--- src/rtl/dispatch_queue.sv ---
// In-order dispatch queue between ID and the RS/LSB back end: allocates ROB tags, renames rd,
// snoops CDB buses for pending operands. Optional macro DISPATCH_BYPASS_EN enables empty-queue issue.
module dispatch_queue #(
    parameter int unsigned DATA_W = 32,
    parameter int unsigned ROB_W  = 4,
    parameter int unsigned REG_W  = 5,
    parameter int unsigned OP_W   = 6,
    parameter int unsigned DEPTH  = 4,
    parameter int unsigned CDB_N  = 2
) (
    input  logic                      clk_in,
    input  logic                      rst_n,
    input  logic                      rdy_in,
    input  logic                      flush_in,
    input  logic                      id_valid,
    output logic                      id_ready,
    input  logic [OP_W-1:0]           id_op,
    input  logic [DATA_W-1:0]         id_imm,
    input  logic [REG_W-1:0]          id_rd,
    input  logic [DATA_W-1:0]         id_pc,
    input  logic                      id_is_mem,
    input  logic                      id_wr_rd,
    input  logic                      id_rs1_busy,
    input  logic [DATA_W-1:0]         id_rs1_val,
    input  logic                      id_rs2_busy,
    input  logic [DATA_W-1:0]         id_rs2_val,
    input  logic                      rob_ready,
    input  logic [ROB_W-1:0]          rob_tag,
    output logic                      rob_alloc,
    output logic                      reg_wq_valid,
    output logic [REG_W-1:0]          reg_wq_rd,
    output logic [ROB_W-1:0]          reg_wq_tag,
    input  logic [CDB_N-1:0]          cdb_valid,
    input  logic [CDB_N*ROB_W-1:0]    cdb_tag,
    input  logic [CDB_N*DATA_W-1:0]   cdb_value,
    output logic                      rs_valid,
    input  logic                      rs_ready,
    output logic                      lsb_valid,
    input  logic                      lsb_ready,
    output logic [OP_W-1:0]           dq_op,
    output logic [DATA_W-1:0]         dq_imm,
    output logic [REG_W-1:0]          dq_rd,
    output logic [ROB_W-1:0]          dq_tag,
    output logic [DATA_W-1:0]         dq_pc,
    output logic                      dq_qj,
    output logic [DATA_W-1:0]         dq_vj,
    output logic                      dq_qk,
    output logic [DATA_W-1:0]         dq_vk
);
    localparam int unsigned PTR_W = $clog2(DEPTH);
    localparam int unsigned CNT_W = PTR_W + 1;

    typedef struct packed {
        logic [OP_W-1:0]   op;
        logic [DATA_W-1:0] imm;
        logic [REG_W-1:0]  rd;
        logic [ROB_W-1:0]  tag;
        logic [DATA_W-1:0] pc;
        logic              is_mem;
        logic              qj;
        logic [DATA_W-1:0] vj;
        logic              qk;
        logic [DATA_W-1:0] vk;
    } entry_t;

    entry_t             mem [DEPTH];
    logic [PTR_W-1:0]   head;
    logic [PTR_W-1:0]   tail;
    logic [CNT_W-1:0]   count;

    entry_t in_c;
    entry_t head_c;
    entry_t out_c;
    logic   head_valid_c;
    logic   bypass_c;
    logic   en_c;
    logic   accept_c;
    logic   pop_c;
    logic   pop_q_c;
    logic   push_c;

    // Resolve one operand against the CDB; scanning downward lets the lowest bus index win.
    function automatic logic [DATA_W:0] snoop(input logic busy, input logic [DATA_W-1:0] val);
        logic [DATA_W:0] r;
        r = {busy, val};
        if (busy) begin
            for (int i = int'(CDB_N) - 1; i >= 0; i--) begin
                if (cdb_valid[i] && (cdb_tag[i*ROB_W +: ROB_W] == val[ROB_W-1:0]))
                    r = {1'b0, cdb_value[i*DATA_W +: DATA_W]};
            end
        end
        return r;
    endfunction

    function automatic entry_t wake(input entry_t e);
        entry_t r;
        r = e;
        {r.qj, r.vj} = snoop(e.qj, e.vj);
        {r.qk, r.vk} = snoop(e.qk, e.vk);
        return r;
    endfunction

    assign en_c     = rst_n & rdy_in & ~flush_in;
    assign id_ready = en_c & rob_ready & (count < CNT_W'(DEPTH));
    assign accept_c = id_valid & id_ready;

    always_comb begin
        in_c        = '0;
        in_c.op     = id_op;
        in_c.imm    = id_imm;
        in_c.rd     = id_rd;
        in_c.tag    = rob_tag;
        in_c.pc     = id_pc;
        in_c.is_mem = id_is_mem;
        {in_c.qj, in_c.vj} = snoop(id_rs1_busy, id_rs1_val);
        {in_c.qk, in_c.vk} = snoop(id_rs2_busy, id_rs2_val);
    end

    // Head selection; an empty queue may forward the incoming instruction when bypass is built in.
    always_comb begin
        head_c       = wake(mem[head]);
        head_valid_c = (count != '0);
        bypass_c     = 1'b0;
`ifdef DISPATCH_BYPASS_EN
        if ((count == '0) && accept_c) begin
            head_c       = in_c;
            head_valid_c = 1'b1;
            bypass_c     = 1'b1;
        end
`endif
    end

    assign out_c     = head_valid_c ? head_c : '0;
    assign rs_valid  = en_c & head_valid_c & ~out_c.is_mem;
    assign lsb_valid = en_c & head_valid_c & out_c.is_mem;
    assign pop_c     = (rs_valid & rs_ready) | (lsb_valid & lsb_ready);
    assign pop_q_c   = pop_c & ~bypass_c;
    assign push_c    = accept_c & ~(bypass_c & pop_c);

    assign rob_alloc    = accept_c;
    assign reg_wq_valid = accept_c & id_wr_rd & (id_rd != '0);
    assign reg_wq_rd    = reg_wq_valid ? id_rd : '0;
    assign reg_wq_tag   = reg_wq_valid ? rob_tag : '0;

    assign dq_op  = out_c.op;
    assign dq_imm = out_c.imm;
    assign dq_rd  = out_c.rd;
    assign dq_tag = out_c.tag;
    assign dq_pc  = out_c.pc;
    assign dq_qj  = out_c.qj;
    assign dq_vj  = out_c.vj;
    assign dq_qk  = out_c.qk;
    assign dq_vk  = out_c.vk;

    // Entry payloads carry no reset; occupancy is owned by count/pointers.
    always_ff @(posedge clk_in) begin
        if (rdy_in && !flush_in) begin
            for (int i = 0; i < int'(DEPTH); i++)
                mem[i] <= wake(mem[i]);
            if (push_c)
                mem[tail] <= in_c;
        end
    end

    always_ff @(posedge clk_in or negedge rst_n) begin
        if (!rst_n) begin
            head  <= '0;
            tail  <= '0;
            count <= '0;
        end else if (rdy_in) begin
            if (flush_in) begin
                head  <= '0;
                tail  <= '0;
                count <= '0;
            end else begin
                if (pop_q_c)
                    head <= head + PTR_W'(1);
                if (push_c)
                    tail <= tail + PTR_W'(1);
                count <= count + CNT_W'(push_c) - CNT_W'(pop_q_c);
            end
        end
    end
endmodule

--- config.mk ---
export PLATFORM = sky130hd
export DESIGN_NAME = dispatch_queue
export DESIGN_NICKNAME = d
export VERILOG_FILES = /design/src/rtl/dispatch_queue.sv
export SDC_FILE = /design/constraint.sdc
export NUM_CORES = 1
export LEC_CHECK = 0
export CORE_MARGIN = 5
export CORE_UTILIZATION = 52
export DETAILED_ROUTE_END_ITERATION = 10
export PLACE_DENSITY = 0.75
export SKIP_CTS_REPAIR_TIMING = 1
export SLEW_MARGIN = 30
export SYNTH_ARGS = -nofsm -noshare
export SYNTH_HDL_FRONTEND = slang
export SYNTH_SLANG_ARGS = --single-unit
--- constraint.sdc ---
create_clock -name clk_in -period 10 [get_ports clk_in]
set_clock_uncertainty 0.2 [all_clocks]
set_input_delay 1.5 -clock clk_in [delete_from_list [all_inputs] [get_ports clk_in]]
set_output_delay 1.5 -clock clk_in [all_outputs]
set_load 0.01 [all_outputs]
* Yosys cells after proc, flatten, opt, wreduce, memory -nomap -nowiden *
Memory sizes are Yosys's and may differ from the RTL's.
Index checks and enable logic that the tools add are counted.

storage, ports and cells
  register bits = 7
  RAM bits = 584
  bits of input ports = 229
  output and inout bits = 159
  word-level logic and storage cells = 137
  memories kept = 1

memory list
  memory  depth  width  read ports  clocked after Yosys merged registers in  write ports  RTL line  RTL
  mem     4      146    5           0                                        5            66        entry_t mem [DEPTH];

cells by class
  $add $sub $neg = 4
  magnitude comparators = 1
  eq/ne operators = 24
  mux-type cells = 57
  bitwise gates (word level) = 15
  reductions and logical operators = 32

operator list
  kind                 count
  $mux 33              44
  $mux 146             1
  $eq 4x4->1           24
  $logic_and 1x1->1    25
  $and 1x1->1          12
  $mux 2               4
  $mux 1               5
  $mux 5               1
  $reduce_bool 5->1    1
  $add 2x1->2 const B  2
  $mux 4               1
  $reduce_and 2->1     2
  $reduce_bool 2->1    2
  $add 3x1->3          1
  $lt 3x3->1 const B   1
  $mux 3               1
  $reduce_bool 3->1    1
  $sub 3x1->3          1
  $not 1->1            2
  $logic_not 1->1      1
  $or 1x1->1           1

* Longest topological paths before layout *
An unclocked memory read counts as a cell.

  depth in word-level cells = 13
  gate-level depth with buffers = 15
  depth with buffers taken out = 12

* Least setup slack after synthesis *
Ideal clock, no wire load.

  path kind = input -> register
  start point = in rdy_in
  end point = mem mem[0][0] (netlist name), enable pin
  library setup time = 0.432 ns
  arrival = 4.575 ns
  data required time = 9.368 ns
  path slack = 4.793 ns
  cell stages on the path = 9
  buffers on the path = 3
  cells stage by stage = clkbuf_1 > nand2b_1 > inv_2 > nand2_1 > nor3_1 > nand2_1 > clkbuf_1 > buf_1 > a21oi_1

RTL lines
  item             RTL line  RTL
  start, declared  13        input logic rdy_in,
  end, declared    66

* Worst setup path in the final report *
  start point = reg head[1]
  end point = out dq_vk[0]

between the ends
  word-level cells in the longest chain between the ends = 7
  elaborated cells between the ends (all ways) = 9
  classes of those cells = eq/ne: 2; mux: 4; reduce/logical: 2; memory: 1

ends and longest elaborated chain
  item                    RTL line  RTL
  start, declared         67        logic [PTR_W-1:0] head;
  start signal, assigned  177       head <= head + PTR_W'(1);
  $mem_v2 4x146 (*)       n/a
  $eq 4x4->1              88        if (cdb_valid[i] && (cdb_tag[i*ROB_W +: ROB_W] == val[ROB_W-1:0]))
  $logic_and 1x1->1       88
  $mux 33 (2 in a row)    88
  $mux 33 (*)             86        if (busy) begin
  $mux 146 (*)            133       assign out_c = head_valid_c ? head_c : '0;
  end, declared           48        output logic [DATA_W-1:0] dq_vk

Mark *: on every way between the ends. The rest lies on a longest branch, timed or not.

==> out/metrics.csv <==
metric,value,unit
outcome,"finished, final reports clean",
setup.worst_path.end_class,output port,
post-synth-top-area-cell,edfxtp_1,
cts-root-to-sink-buffers,3,
slew_headroom,27.2,%
hold_start,tail[0],
timing_hold_violations_final,0,
drv.max_cap_violation_count,0,
clock.fmax,130,MHz
r2r_cells,13,
r2r-start,head[1],
utilization,63.3,%
slew_viol_final,0,
pwr-share-clk,36.6,%
finish.net_count,2818,
synthesis.area,31500,um2
final_antenna_net_count,0,
row_count,90,
clkLatencyLatePin,0.64,ns
timing.hold.worst_path_depth,1,
cts_max_level,2,
yosys-top-cells-area,"edfxtp_1, mux4_2, a22oi_1, o22ai_1, mux2i_1",
synth_nets,2608,
synth_enable_flop_cells,584,
power.internal,4.49,mW
total_net_switching_power,1.65,mW
synth_top_flop_cell,edfxtp_1,
drc_errors,0,
dr.first_iter.drc_count,4733,
chipHeight,256,um
top_level_ports,388,
required_worst_endpoint,8.30,ns
initial_drt_pass_iterations,6,
yosysUniqueCellTypes,55,
share_of_post_route_cells_with_drive_strength_above_1,13.6,%
setup_violations,0,
mostFrequentLayoutCell,edfxtp_1,
share_of_synthesized_flip_flops_with_an_asynchronous_set_or_reset,1.18,%
wl_per_cell,33.7,um
core_region_area,60100,um2
cts_root_buffer,clkbuf_16,
synth_seq_area_share,56.2,%
dp_hpwl,70600,um
seq_power_share,44.9,%
groute.usage.overall,33.8,%
tritoncts_buffers,59,
worst_pin_slew,1.09,ns
die-area,65600,um2
clock_slew_at_the_register_clock_pins_of_the_worst_setup_and_hold_paths,0.06,ns
worstSetupPathType,flip-flop to output port,
power.density_cell_area,162,nW/um2
initial_antenna_violation_count,19,
finalPower,6.14,mW
cp_max_fo,53,
cts_tree,yes,
portBuffers,387,
globalRoute.totalOverflow,0,
critPathLaunchType,flip-flop,
pin_count_of_the_biggest_net_entering_global_routing,84,
average_cell_area_after_synthesis,13.3,um2
leakagePower,12.2,nW
rsz0062_at_grt,no,
synthesis.instances,2372,
rd_place_congestion,0.954,
area_share_of_the_largest_cell_type_after_synthesis,55.7,%
post-route-period-util,77.0,%
comb_power_share,18.4,%
setup_tns,0,ns
syn_to_final_growth,20.8,%
total_number_of_vias,25700,
rrSetupSlack,5.24,ns
r2r-end,count[2],
routed_wirelength,116000,um
finalCriticalPeriod,7.70,ns
floorplan.initialDensity,52.4,%
yosys_register_bits,591,
highest_count_cells_in_the_layout_ignoring_fill_and_taps,"edfxtp_1, clkdlybuf4s50_1, a22oi_1",
p_sw_share,26.9,%
viasPerCell,7.50,
yosys_warnings,0,
timing.critical_path.arrival,6.00,ns
cts_sinks,591,
wire_length_of_the_first_global_routing_pass,169000,um
vias_in_the_first_global_route,26300,
die-width,256,um
hold_path_end,tail[0],
hold_path.class,flip-flop to flip-flop,
ir_drop,156,uV
==> metrics by stage <==
stage / instance area (um2) / cells / hold WS [ns] / setup slack, ns
final: 38000 / 3427 / 0.410 / 2.30
after global placement: 35800 / 3293 / 0.336 / 2.75
after detailed placement: 35900 / 3300 / 0.391 / 2.71
after floorplan: 31500 / 2372 / 0.316 / 4.79
after CTS: 37900 / 3411 / 0.404 / 2.65
after global routing: 38000 / 3422 / 0.427 / 2.38
==> logic make-up after synthesis <==
logic type | synth area share (%)
flops | 56.2
buf+inv | 4.48
xor+xnor | 2.66
compound gates | 16.5
mux | 13.9
fa+ha+maj | 0.302
simple gates | 5.91
==> registers in the layout, summed over array words and instances, names as in the netlist <==
signal  cells
head        2
mem       584
count       3
tail        2
==> per-layer routing <==
layer,routed length (um),up-vias,global-route usage [%]
met1,39100,12600,42.9
met2,52500,2456,51.9
met4,6670,12,17.7
li1,-,10100,-
met5,118,-,0.950
met3,17100,562,11.2
==> critical path: stages, from the launching register on <==
cell and delay [ns]:
dfrtp_4 1.06, buf_4 0.62, mux4_2 1.01, and2_1 0.38
buf_4 0.47, inv_1 0.11, o41ai_1 0.96, clkdlybuf4s50_1 0.70
==> power groups by stage <==
stage | clock network, mW | registers, mW | logic, mW
after floorplan | 0 | 2.78 | 0.693
after global placement | 0 | 2.82 | 1.06
after detailed placement | 0 | 2.83 | 1.08
after CTS | 2.26 | 2.77 | 1.08
after global routing | 2.36 | 2.76 | 1.18
final | 2.25 | 2.76 | 1.13
==> cell usage after synthesis (32+ instances only) <==
master	count
xnor2_1	32
edfxtp_1	584
clkbuf_1	241
inv_1	49
nand3_1	46
buf_2	37
nand2_1	99
mux2i_1	103
o21ai_0	37
a31oi_1	32
o22ai_1	268
and2_1	86
xor2_1	60
mux4_2	146
a22oi_1	287
==> worst max path at each step <==
| stage | startpoint | to | slack (ns) | depth (start not counted) |
|---|---|---|---|---|
| 2_1_floorplan | rdy_in | mem[0][0] | 4.79 | 9 |
| 3_5_place_dp | cdb_tag[2] | dq_vk[0] | 2.71 | 9 |
| 5_1_grt | head[1] | dq_vk[0] | 2.38 | 7 |
| 6_report | head[1] | dq_vk[0] | 2.30 | 7 |
| 3_3_place_gp | cdb_tag[2] | dq_vk[0] | 2.75 | 9 |
| 4_1_cts | head[1] | dq_vk[0] | 2.65 | 7 |
==> area by class of cell <==
class	count	area, um2
inverters	52	200
well taps	782	978
fillers	4331	22100
clock buffers	66	1520
repair buffers	447	4440
flip-flops and latches	591	17700
diodes	13	32.5
clock inverters	45	435
multi-input cells	1431	12700
(Power assumes the default switching activity.)
